<file path="config.mk">
export PLATFORM = sky130hd
export DESIGN_NAME = uart_rx
export DESIGN_NICKNAME = d
export VERILOG_FILES = /design/src/rtl/uart_rx.sv
export SDC_FILE = /design/constraint.sdc
export NUM_CORES = 1
export LEC_CHECK = 0
export ABC_AREA = 1
export BUFFER_PORTS_ARGS = -buffer_cell sky130_fd_sc_hd__buf_2
export CAP_MARGIN = 25
export CORE_ASPECT_RATIO = 1.75
export CORE_MARGIN = 2
export CORE_UTILIZATION = 37
export CTS_BUF_LIST = sky130_fd_sc_hd__clkbuf_8
export CTS_CLUSTER_SIZE = 28
export DETAILED_ROUTE_END_ITERATION = 12
export PLACE_DENSITY_LB_ADDON = 0.05
export SETUP_SLACK_MARGIN = 0.1
export SYNTH_ARGS = -nofsm -noshare
export SYNTH_HDL_FRONTEND = slang
export SYNTH_SLANG_ARGS = --single-unit
export TNS_END_PERCENT = 5
</file>
<file path="constraint.sdc">
create_clock -name clk -period 3.5 [get_ports clk]
set_input_delay 0.35 -clock clk [delete_from_list [all_inputs] [get_ports clk]]
set_output_delay 0.35 -clock clk [all_outputs]
set_load 0.02 [all_outputs]
</file>
<file path="src/rtl/uart_rx.sv">
// 8N1 serial receiver: 2-FF synchronizer, mid-bit sampling FSM, zero-extended
// byte output with single-cycle write-enable and framing-error pulses.
module uart_rx #(
  parameter int ANCHO        = 32,
  parameter int CLKS_PER_BIT = 868
) (
  input  logic             clk,
  input  logic             rst_i,
  input  logic             rx_i,
  output logic [ANCHO-1:0] data_o,
  output logic             we_o,
  output logic             frame_err_o,
  output logic             busy_o
);

  localparam int CW = $clog2(CLKS_PER_BIT);
  localparam logic [CW-1:0] H_CNT    = CW'((CLKS_PER_BIT - 1) / 2);
  localparam logic [CW-1:0] LAST_CNT = CW'(CLKS_PER_BIT - 1);

  typedef enum logic [1:0] {
    S_IDLE,
    S_START,
    S_DATA,
    S_STOP
  } state_e;

  state_e        state_q, state_d;
  logic [CW-1:0] cnt_q, cnt_d;
  logic [2:0]    idx_q, idx_d;
  logic [7:0]    shift_q, shift_d;
  logic [7:0]    data_q, data_d;
  logic          we_q, we_d;
  logic          ferr_q, ferr_d;
  logic          sync1_q, sync2_q;
  logic          rx_s;

  // Synchronizer flops idle high so reset never looks like a start bit
  always_ff @(posedge clk) begin
    if (rst_i) begin
      sync1_q <= 1'b1;
      sync2_q <= 1'b1;
    end else begin
      sync1_q <= rx_i;
      sync2_q <= sync1_q;
    end
  end

  assign rx_s = sync2_q;

  always_comb begin
    state_d = state_q;
    cnt_d   = cnt_q;
    idx_d   = idx_q;
    shift_d = shift_q;
    data_d  = data_q;
    we_d    = 1'b0;
    ferr_d  = 1'b0;
    unique case (state_q)
      S_IDLE: begin
        cnt_d = '0;
        idx_d = '0;
        if (!rx_s) state_d = S_START;
      end
      S_START: begin
        // Start bit re-checked at mid-bit; a high line here was only a glitch
        if (cnt_q == H_CNT) begin
          cnt_d   = '0;
          state_d = rx_s ? S_IDLE : S_DATA;
        end else begin
          cnt_d = cnt_q + 1'b1;
        end
      end
      S_DATA: begin
        if (cnt_q == LAST_CNT) begin
          cnt_d          = '0;
          shift_d[idx_q] = rx_s;
          if (idx_q == 3'd7) state_d = S_STOP;
          else               idx_d   = idx_q + 3'd1;
        end else begin
          cnt_d = cnt_q + 1'b1;
        end
      end
      S_STOP: begin
        // Leaving at mid-stop-bit leaves half a bit to catch the next start edge
        if (cnt_q == LAST_CNT) begin
          cnt_d   = '0;
          state_d = S_IDLE;
          if (rx_s) begin
            data_d = shift_q;
            we_d   = 1'b1;
          end else begin
            ferr_d = 1'b1;
          end
        end else begin
          cnt_d = cnt_q + 1'b1;
        end
      end
      default: state_d = S_IDLE;
    endcase
  end

  always_ff @(posedge clk) begin
    if (rst_i) begin
      state_q <= S_IDLE;
      cnt_q   <= '0;
      idx_q   <= '0;
      shift_q <= '0;
      data_q  <= '0;
      we_q    <= 1'b0;
      ferr_q  <= 1'b0;
    end else begin
      state_q <= state_d;
      cnt_q   <= cnt_d;
      idx_q   <= idx_d;
      shift_q <= shift_d;
      data_q  <= data_d;
      we_q    <= we_d;
      ferr_q  <= ferr_d;
    end
  end

  assign data_o      = {{(ANCHO-8){1'b0}}, data_q};
  assign we_o        = we_q;
  assign frame_err_o = ferr_q;
  assign busy_o      = (state_q != S_IDLE);

endmodule
</file>
After elaboration in Yosys (flattened, before gate mapping)
Index checks and enable logic that the tools add are counted.
{ "word_totals": {"inputBits": 3, "out_inout_bits": 35, "reg_bits": 35} }
{ "classes": {"n_eq_ne": 12, "reduce_logical": 10, "bitwise_logic": 2, "muxes": 18, "n_addsub": 2, "n_lt_le_gt_ge": 2} }
{ "ops": {"columns": ["cell", "n"], "rows": [
  ["$pmux 10 s3", 1],
  ["$mux 10", 2],
  ["$mux 2", 6],
  ["$ne 2x2->1 const B", 6],
  ["$add 10x1->10 const B", 1],
  ["$eq 10x10->1 const B", 1],
  ["$eq 10x9->1 const B", 1],
  ["$bwmux 8", 1],
  ["$pmux 2 s4", 1],
  ["$mux 3", 2],
  ["$pmux 3 s2", 1],
  ["$reduce_and 3->1", 2],
  ["$reduce_and 5->1", 1],
  ["$eq 2x2->1 const B", 2],
  ["$lt 3x4->1 const B", 1],
  ["$reduce_bool 2->1", 2],
  ["$add 3x1->3 const B", 1],
  ["$demux 1 s3", 1],
  ["$eq 3x3->1 const B", 1],
  ["$ge 3x1->1 const B", 1],
  ["$mux 1", 3],
  ["$reduce_or 3->1", 1],
  ["$eq 2x1->1 const B", 1],
  ["$logic_not 2->1", 1],
  ["other kinds (4)", 5]
]} }

Depth between registers and ports, before layout
Gate-level depths: netlist of the first run.
{ "depth": {"ltp_word": 5, "ltp_mapped": 10} }

Worst setup path before layout of the first run
No wires, ideal clock.
{ "synth_path": {"kind": "register to register", "start": "register cnt_q[0]", "end": "register cnt_q[7]", "required_ns": 3.384, "setup_time_ns": 0.116, "stages_incl_launch_ff": 9, "arrival_ns": 1.310, "period_less_slack_ns": 1.427, "setup_slack_ns": 2.073, "path_cell_list": "dfxtp_1 -> ha_1 -> inv_2 -> nor2_4 -> nand2_2 -> o21ai_2 -> nand2_2 -> nand2_4 -> nor2_1"} }
{ "synth_via": {"elab_chain_cells": 3, "elab_cells_between_ends": 6} }
{ "synth_rtl": {"columns": ["item", "line_no", "text"], "rows": [
  ["start: declaration", "28", "logic [CW-1:0] cnt_q, cnt_d;"],
  ["start signal: assignment", "113", "cnt_q <= cnt_d;"],
  ["$add 10x1->10, or another cell as far along", "70, 80, 95", null],
  ["$mux 10 (on tied branches)", "74, 85, 66", null],
  ["$pmux 10 s3 *", "58", "unique case (state_q)"]
]} }
Every way passes the cells marked *; elsewhere a longest branch is shown, timed or not.
A chain may end at the register's enable or synchronous reset.

Worst setup path after layout of the first run
{ "layout_path": {"start": "register cnt_q[0]", "end": "register data_q[5]"} }
{ "layout_via": {"elab_chain_cells": 2} }
{ "layout_rtl": {"columns": ["item", "line_no", "text"], "rows": [
  ["$eq 10x10->1", "85", "if (cnt_q == LAST_CNT) begin"],
  ["$reduce_and 3->1 (no line)", null, null],
  ["end signal: assignment", "116", "data_q <= data_d;"],
  ["end: declaration", "31", "logic [7:0] data_q, data_d;"]
]} }
Every way passes these cells.

==> run_results.csv, run 1 <==
group,metric,value,unit
final_layout,n_antenna_cell,0,
sta,drv_slew,0,
sta,fin_crit_sh,44.9,%
sta,period_needed,1570,ps
status,status,"completed",
sta,finalHoldViolCount,0,
clocking,cts_resized,0,
setup_path,cp.required,3680,ps
placed_design,io_buffers,13,
logic_synthesis,ys_ff_latch,35,
logic_synthesis,synth_ff_type,"dfxtp_1",
pwr,p_per_area,381,nW/um^2
flow_run,max_cap_viol_count,0,
floorplanning,row_count,35,
logic_synthesis,seq_area_frac_synth,35.5,%
drt,via_per_inst,4.33,
logic_synthesis,yosysTopAreaCellShare,35.5,%
grt,grt_overflow,0,
placed_design,place_congestion,0.733,
clocking,post_cts_buffers,0,
drt,drc_errors,0,
clocking,numCtsBuffers,5,
logic_synthesis,ys_types,28,
setup_path,path_class,"flop to flop",
final_layout,fill_cells,568,
drt,avgRoutedWirePerCell,10.9,um
final_layout,layout_common_cells,"56 x nor2_1, 56 x nand2_1, 35 x inv_1, 35 x dfxtp_1, 24 x conb_1",
sta,grt_setup_unrepaired,"no",
sta,setup_viol,0,
setup_path,crit_chain,"ha_1, inv_2, nor2_4, nand3_4, nor2_8, nand3_4, nor2_1, nor2_1",
logic_synthesis,synthTopCellsByArea,"dfxtp_1 35%, nand2_1 11%, nor2_1 11%, buf_4 9.1%, inv_1 6.5%",
final_layout,drive_gt1_share,18.0,%
pwr,ir_drop,155,uV
clocking,cts_max_level,2,
logic_synthesis,synth.largest_area_cell,"dfxtp_1",
clocking,root_buffer,"clkbuf_8",
logic_synthesis,synth.avg_cell_area,7.13,um^2
setup_path,cp_top_family,"simple AND/OR/NAND/NOR gates",
drt,ant_nets,0,
drt,drtPass1Iterations,4,
sta,setup_tns,0,ps
logic_synthesis,postSynthCellCount,277,
pwr,p_sw,207,uW
floorplanning,core,5210,um^2
pwr,swShare,25.8,%
final_layout,syn_to_final_growth,6.34,%
grt,track_usage,14.7,%
sta,fin_ws,1930,ps
clocking,cts.clk_slew.worst_paths,70,ps
setup_path,path_buf_inv,1,
pwr,p_int,593,uW
drt,vias,1511,
final_layout,nNetsFinal,300,
clocking,clock-sinks,35,
pwr,p_total,800,uW
sta,fmax,0.636,GHz
floorplanning,dieWidth,59.2,um
grt,grt_pass1_wl,6580,um
placed_design,dp_hpwl,2970,um
grt,antenna_found_initial,0,
floorplanning,die_y,101,um
final_layout,multi_input_area,1010,um^2
pwr,share_comb_of_total_power,9.1,%
sta,whs,245,ps
sta,worstMarginPinSlew,564,ps
logic_synthesis,syn_area,1970,um^2
pwr,leakagePower,0.00104,uW
grt,grt_pass1_vias,1452,
floorplanning,ios,38,
setup_path,worstPathMaxFanout,9,
setup_path,slowest_delay,410,ps
clocking,clk_latency,280,ps
pwr,clock_power_share,39.7,%
clocking,cts_tree,"yes",
grt,grt_max_degree,19,
floorplanning,die-area,5960,um^2
floorplanning,initial_core_util,37.9,%
setup_path,cp_slowest_cell,"dfxtp_1",
pwr,seq_power_share,51.2,%
setup_path,critPathArrivalTime,1750,ps
sta,slew_headroom,62.3,%
drt,wl,3820,um
logic_synthesis,ys_async_sr_fraction,0,%
final_layout,register_area,701,um^2
logic_synthesis,synth_enable_flop_cells,0,
sta,finalClockSkew,4.33,ps
clocking,cts.path.max_buffers,2,
drt,drtIter0Drc,37,
setup_path,startpoint_type,"flop",
setup_path,worst_setup_path_end_kind,"flop",
clocking,cts_hold_buf,0,
logic_synthesis,ys_warn_count,0,
placed_design,pre_cts_ws,1890,ps
worst_hold_path,hold_class,"primary input to flop",
final_layout,fin_util,40.3,%
## stage by stage
step	cell area [um^2]	std cells
after floorplan	2060	300
after global placement	2000	341
after detailed placement	2000	341
after CTS	2100	349
after global routing	2100	349
final	2100	349
## cells in the mapped netlist (4+ instances only)
master   instances
buf_4           24
dfxtp_1         35
ha_1             4
inv_1           34
inv_2            4
nand2_1         56
nand2_2          7
nand3_1          4
nand4_1         13
nor2_1          56
nor2_4           5
nor3_1           4
nor3_2           4
## flip-flops by register name (all words and copies together) (netlist names), named ones only
register,cells
idx_q,3
rx_s,1
data_q,8
we_o,1
state_q,1
cnt_q,10
frame_err_o,1
sync1_q,1
shift_q,8
## cell type report
class / count / share of cell area (%)
inverter: 40 / 7.15
timing repair buffer: 13 / 3.10
sequential: 35 / 33.4
clock inverter: 1 / 0.179
tap: 55 / 3.28
multi-input combinational: 198 / 48.3
clock buffer: 7 / 4.59
## metal layers
metal	GRT usage (%)	wire length (um)	vias up
li1	-	-	830
met1	14.0	1430	660
met2	29.2	2250	16
met3	2.31	64	5
met4	5.77	70	0
met5	0	0	-
## power by group through the flow
stage	Sequential, uW	Clock (uW)	Combinational, uW
3_5_place_dp	418	0	73.3
4_1_cts	409	336	73.7
3_3_place_gp	418	0	73.2
5_1_grt	410	350	83.3
6_report	409	317	73.1
2_1_floorplan	415	0	83.9
## cell families (layout without fill, tap and decap cells)
| family | count (synthesis) | in the layout | synth area share (%) |
|---|---|---|---|
| adder cells (fa/ha/maj) | 4 | 4 | 2.53 |
| AND/OR/NAND/NOR | 162 | 162 | 41.7 |
| XOR/XNOR | 2 | 2 | 0.887 |
| AO/OA/AOI/OAI | 6 | 6 | 1.71 |
| other | 1 | 24 | 0.190 |
| buffers and inverters | 67 | 61 | 17.5 |
| flip-flops | 35 | 35 | 35.5 |
## final timing paths
kind            start   endpoint  slack, ps  depth (start not counted)
min reg2reg   sync1_q       rx_s        420                          1
min              rx_i    sync1_q        250                          2
max          cnt_q[0]  data_q[5]       1930                          8
max reg2reg  cnt_q[0]  data_q[5]       1930                          8
No activity file was read; power rests on OpenSTA's default activity.
==> run 2: changes to the inputs <==
--- a/config.mk
+++ b/config.mk
@@ -5,7 +5,7 @@
 export SDC_FILE = /design/constraint.sdc
 export NUM_CORES = 1
 export LEC_CHECK = 0
-export ABC_AREA = 1
+export ABC_AREA = 0
 export BUFFER_PORTS_ARGS = -buffer_cell sky130_fd_sc_hd__buf_2
 export CAP_MARGIN = 25
 export CORE_ASPECT_RATIO = 1.75
==> constraint.sdc (replaced) <==
create_clock -name clk -period 1.6 [get_ports clk]
set_input_delay 0.16 -clock clk [delete_from_list [all_inputs] [get_ports clk]]
set_output_delay 0.16 -clock clk [all_outputs]
set_load 0.02 [all_outputs]
==> run 2 against run 1 <==
  * The run now ends with negative setup slack left
  * First-iteration DRC count fell by 62%
  * Critical path type unchanged
  * Wire length shrank 6.0%
  * Highest routed layer unchanged
  * Sequential share of layout area shrank 0.62 points
==> run_results.csv, run 2 <==
group,metric,value,unit
final_layout,nNetsFinal,231,
final_layout,drive_gt1_share,34.2,%
drt,via_per_inst,4.77,
final_layout,syn_to_final_growth,25.8,%
pwr,leakagePower,0.000906,uW
final_layout,multi_input_area,995,um^2
logic_synthesis,ys_warn_count,0,
setup_path,crit_chain,"or3b_4, or3_4, or3_4, mux2i_1",
setup_path,crit_top_cell,"or3_4",
final_layout,final_common_cell,"dfxtp_1",
sta,finalHoldViolCount,0,
pwr,p_int,1190,uW
logic_synthesis,synth_enable_flop_cells,0,
final_layout,regMostFlops,"cnt_q",
placed_design,place_area,1930,um^2
clocking,cts.path.max_buffers,2,
worst_hold_path,hold_class,"primary input to flop",
drt,vias,1317,
final_layout,n_antenna_cell,0,
sta,whs,50.5,ps
logic_synthesis,postSynthCellCount,185,
pwr,share_comb_of_total_power,6.2,%
floorplanning,ios,38,
sta,drv_slew,0,
placed_design,pre_cts_ws,-223,ps
setup_path,cp.required,1760,ps
logic_synthesis,synth.avg_cell_area,9.31,um^2
worst_hold_path,holdPathEnd,"sync1_q",
worst_hold_path,min_from,"rx_i",
drt,avgRoutedWirePerCell,13.0,um
sta,grt_setup_unrepaired,"yes",
final_layout,fill_cells,435,
placed_design,io_buffers,13,
clocking,numCtsBuffers,5,
grt,grt_util_met2,28.4,%
floorplanning,dieWidth,55.6,um
setup_path,r2r_setup_slack,-140,ps
logic_synthesis,ys_async_sr_fraction,0,%
final_layout,fin_area,2170,um^2
clocking,clk_latency,290,ps
drt,drtIter0Drc,14,
grt,grt_overflow,0,
floorplanning,initial_core_util,38.7,%
grt,busiest_layer,"met2",
placed_design,place_inst,267,
placed_design,place_congestion,0.782,
floorplanning,die-area,5240,um^2
logic_synthesis,yosysTopAreaCellShare,40.7,%
flow_run,max_cap_viol_count,0,
clocking,cts_tree,"yes",
final_layout,layout_common_cells,"30 x dfxtp_1, 24 x conb_1, 24 x buf_4, 18 x nor2_1, 15 x mux2i_1",
sta,fin_crit_sh,109,%
logic_synthesis,synth.largest_area_cell,"dfxtp_1",
setup_path,r2r_start,"cnt_q[2]",
grt,grtUsageMet1,12.0,%
logic_synthesis,syn_area,1720,um^2
grt,antenna_found_initial,0,
drt,ant_nets,0,
floorplanning,row_count,32,
setup_path,critPathArrivalTime,1900,ps
setup_path,r2r_end,"shift_q[7]",
clocking,cts_max_level,2,
clocking,root_buffer,"clkbuf_8",
status,status,"complete, but fails checks",
clocking,clock-sinks,35,
setup_path,worstPathMaxFanout,5,
pwr,p_per_area,732,nW/um^2
setup_path,worst_setup_path_end_kind,"flop",
grt,grt_use_met3,2.89,%
logic_synthesis,synth_ff_type,"dfxtp_1",
grt,track_usage,14.2,%
logic_synthesis,seq_area_frac_synth,40.7,%
logic_synthesis,synthTopCellsByArea,"dfxtp_1 41%, buf_4 10%, mux2i_1 8.7%, nor2_1 4.6%, nand2b_1 3.6%",
pwr,p_sw,393,uW
setup_path,path_class,"flop to flop",
sta,finalClockSkew,10.9,ps
pwr,seq_power_share,55.5,%
setup_path,startpoint_type,"flop",
sta,fmax,0.575,GHz
grt,grt_pass1_wl,5680,um
pwr,clock_power_share,38.3,%
status,violations,"negative setup slack",
sta,period_needed,1740,ps
logic_synthesis,ys_types,40,
logic_synthesis,ys_ff_latch,35,
final_layout,final_cells,276,
logic_synthesis,synth_most_common_cell,"dfxtp_1",
final_layout,register_area,709,um^2
grt,grt_max_degree,18,
drt,drc_errors,0,
final_layout,reg_top3,"cnt_q: 10 flops, data_q: 8 flops, shift_q: 8 flops",
pwr,swShare,24.8,%
clocking,cts.clk_slew.worst_paths,70,ps
placed_design,dp_hpwl,2790,um
grt,grt_pass1_vias,1286,
drt,wl,3590,um
final_layout,largest_reg_flops,10,
sta,setup_viol,14,
setup_path,slowest_delay,410,ps
setup_path,rr_worst_depth,4,
pwr,ir_drop,581,uV
worst_hold_path,whs_path_depth,2,
sta,fin_ws,-138,ps
setup_path,cp_slowest_cell,"or3_4",
clocking,cts_hold_buf,0,
drt,drtPass1Iterations,3,
floorplanning,die_y,94.2,um
floorplanning,core,4440,um^2
logic_synthesis,synth_common_cells,"35 x dfxtp_1, 24 x buf_4, 21 x nor2_1, 15 x mux2i_1, 10 x nand2b_1",
run 2: final cells by class:
class                           count  area share [%]
Timing Repair Buffer               42            13.9
Clock buffer                        5            3.18
Tap cell                           51            2.95
Inverter                            3           0.520
Clock inverter                      3           0.751
Multi-Input combinational cell    137            45.9
Sequential cell                    35            32.8
run 2: cell families after synthesis:
logic type / count (synthesis) / share of synthesized area, %
simple gates: 74 / 24.2
buf+inv: 36 / 13.7
flops: 35 / 40.7
mux: 16 / 9.37
compound gates: 11 / 4.87
xor+xnor: 8 / 4.07
fa+ha+maj: 4 / 2.91
other cells: 1 / 0.218
run 2: power groups by stage:
stage | Clock, uW | Combinational [uW] | Sequential (uW)
after CTS | 632 | 95.0 | 880
after global placement | 0 | 91.1 | 900
after floorplan | 0 | 122 | 898
after detailed placement | 0 | 91.5 | 900
final | 607 | 98.2 | 880
after global routing | 677 | 106 | 880
run 2: repair_timing:
action / in CTS / in global routing
gates resized for setup: 20 / 15
endpoints found under the setup margin: 33 / 33
setup buffers: 0 / 0
pin swaps: 11 / 4
cloned: 0 / 1
run 2: worst max-delay path by stage:
stage	start	slack, ps	endpoint	cells after the start
2_1_floorplan	cnt_q[3]	-310	shift_q[7]	6
3_3_place_gp	cnt_q[0]	-160	state_q[0]	4
3_5_place_dp	cnt_q[0]	-220	flop	4
4_1_cts	cnt_q[2]	-140	shift_q[7]	4
5_1_grt	cnt_q[1]	-180	flop	5
6_report	cnt_q[2]	-140	shift_q[7]	4
run 2: critical path, delay by kind of cell (launching register included):
| family | cells | cell delay (ps) |
|---|---|---|
| mux | 1 | 120 |
| simple gates | 3 | 1190 |
| flops | 1 | 320 |
run 2: per-layer routing:
layer | share of wire [%] | vias up | wire [um]
met3 | 2.5 | 11 | 88
met5 | 0 | - | 0
met2 | 59 | 19 | 2130
li1 | - | 661 | -
met4 | 4.8 | 0 | 174
met1 | 33 | 626 | 1200
run 2: through the flow:
step	TNS [ps]	total power [uW]	utilization, %
2_1_floorplan	-4130	1020	-
3_5_place_dp	-3240	992	43.4
3_3_place_gp	-2660	991	43.4
6_report	-681	1590	48.7
5_1_grt	-3160	1660	48.7
4_1_cts	-1530	1610	46.9
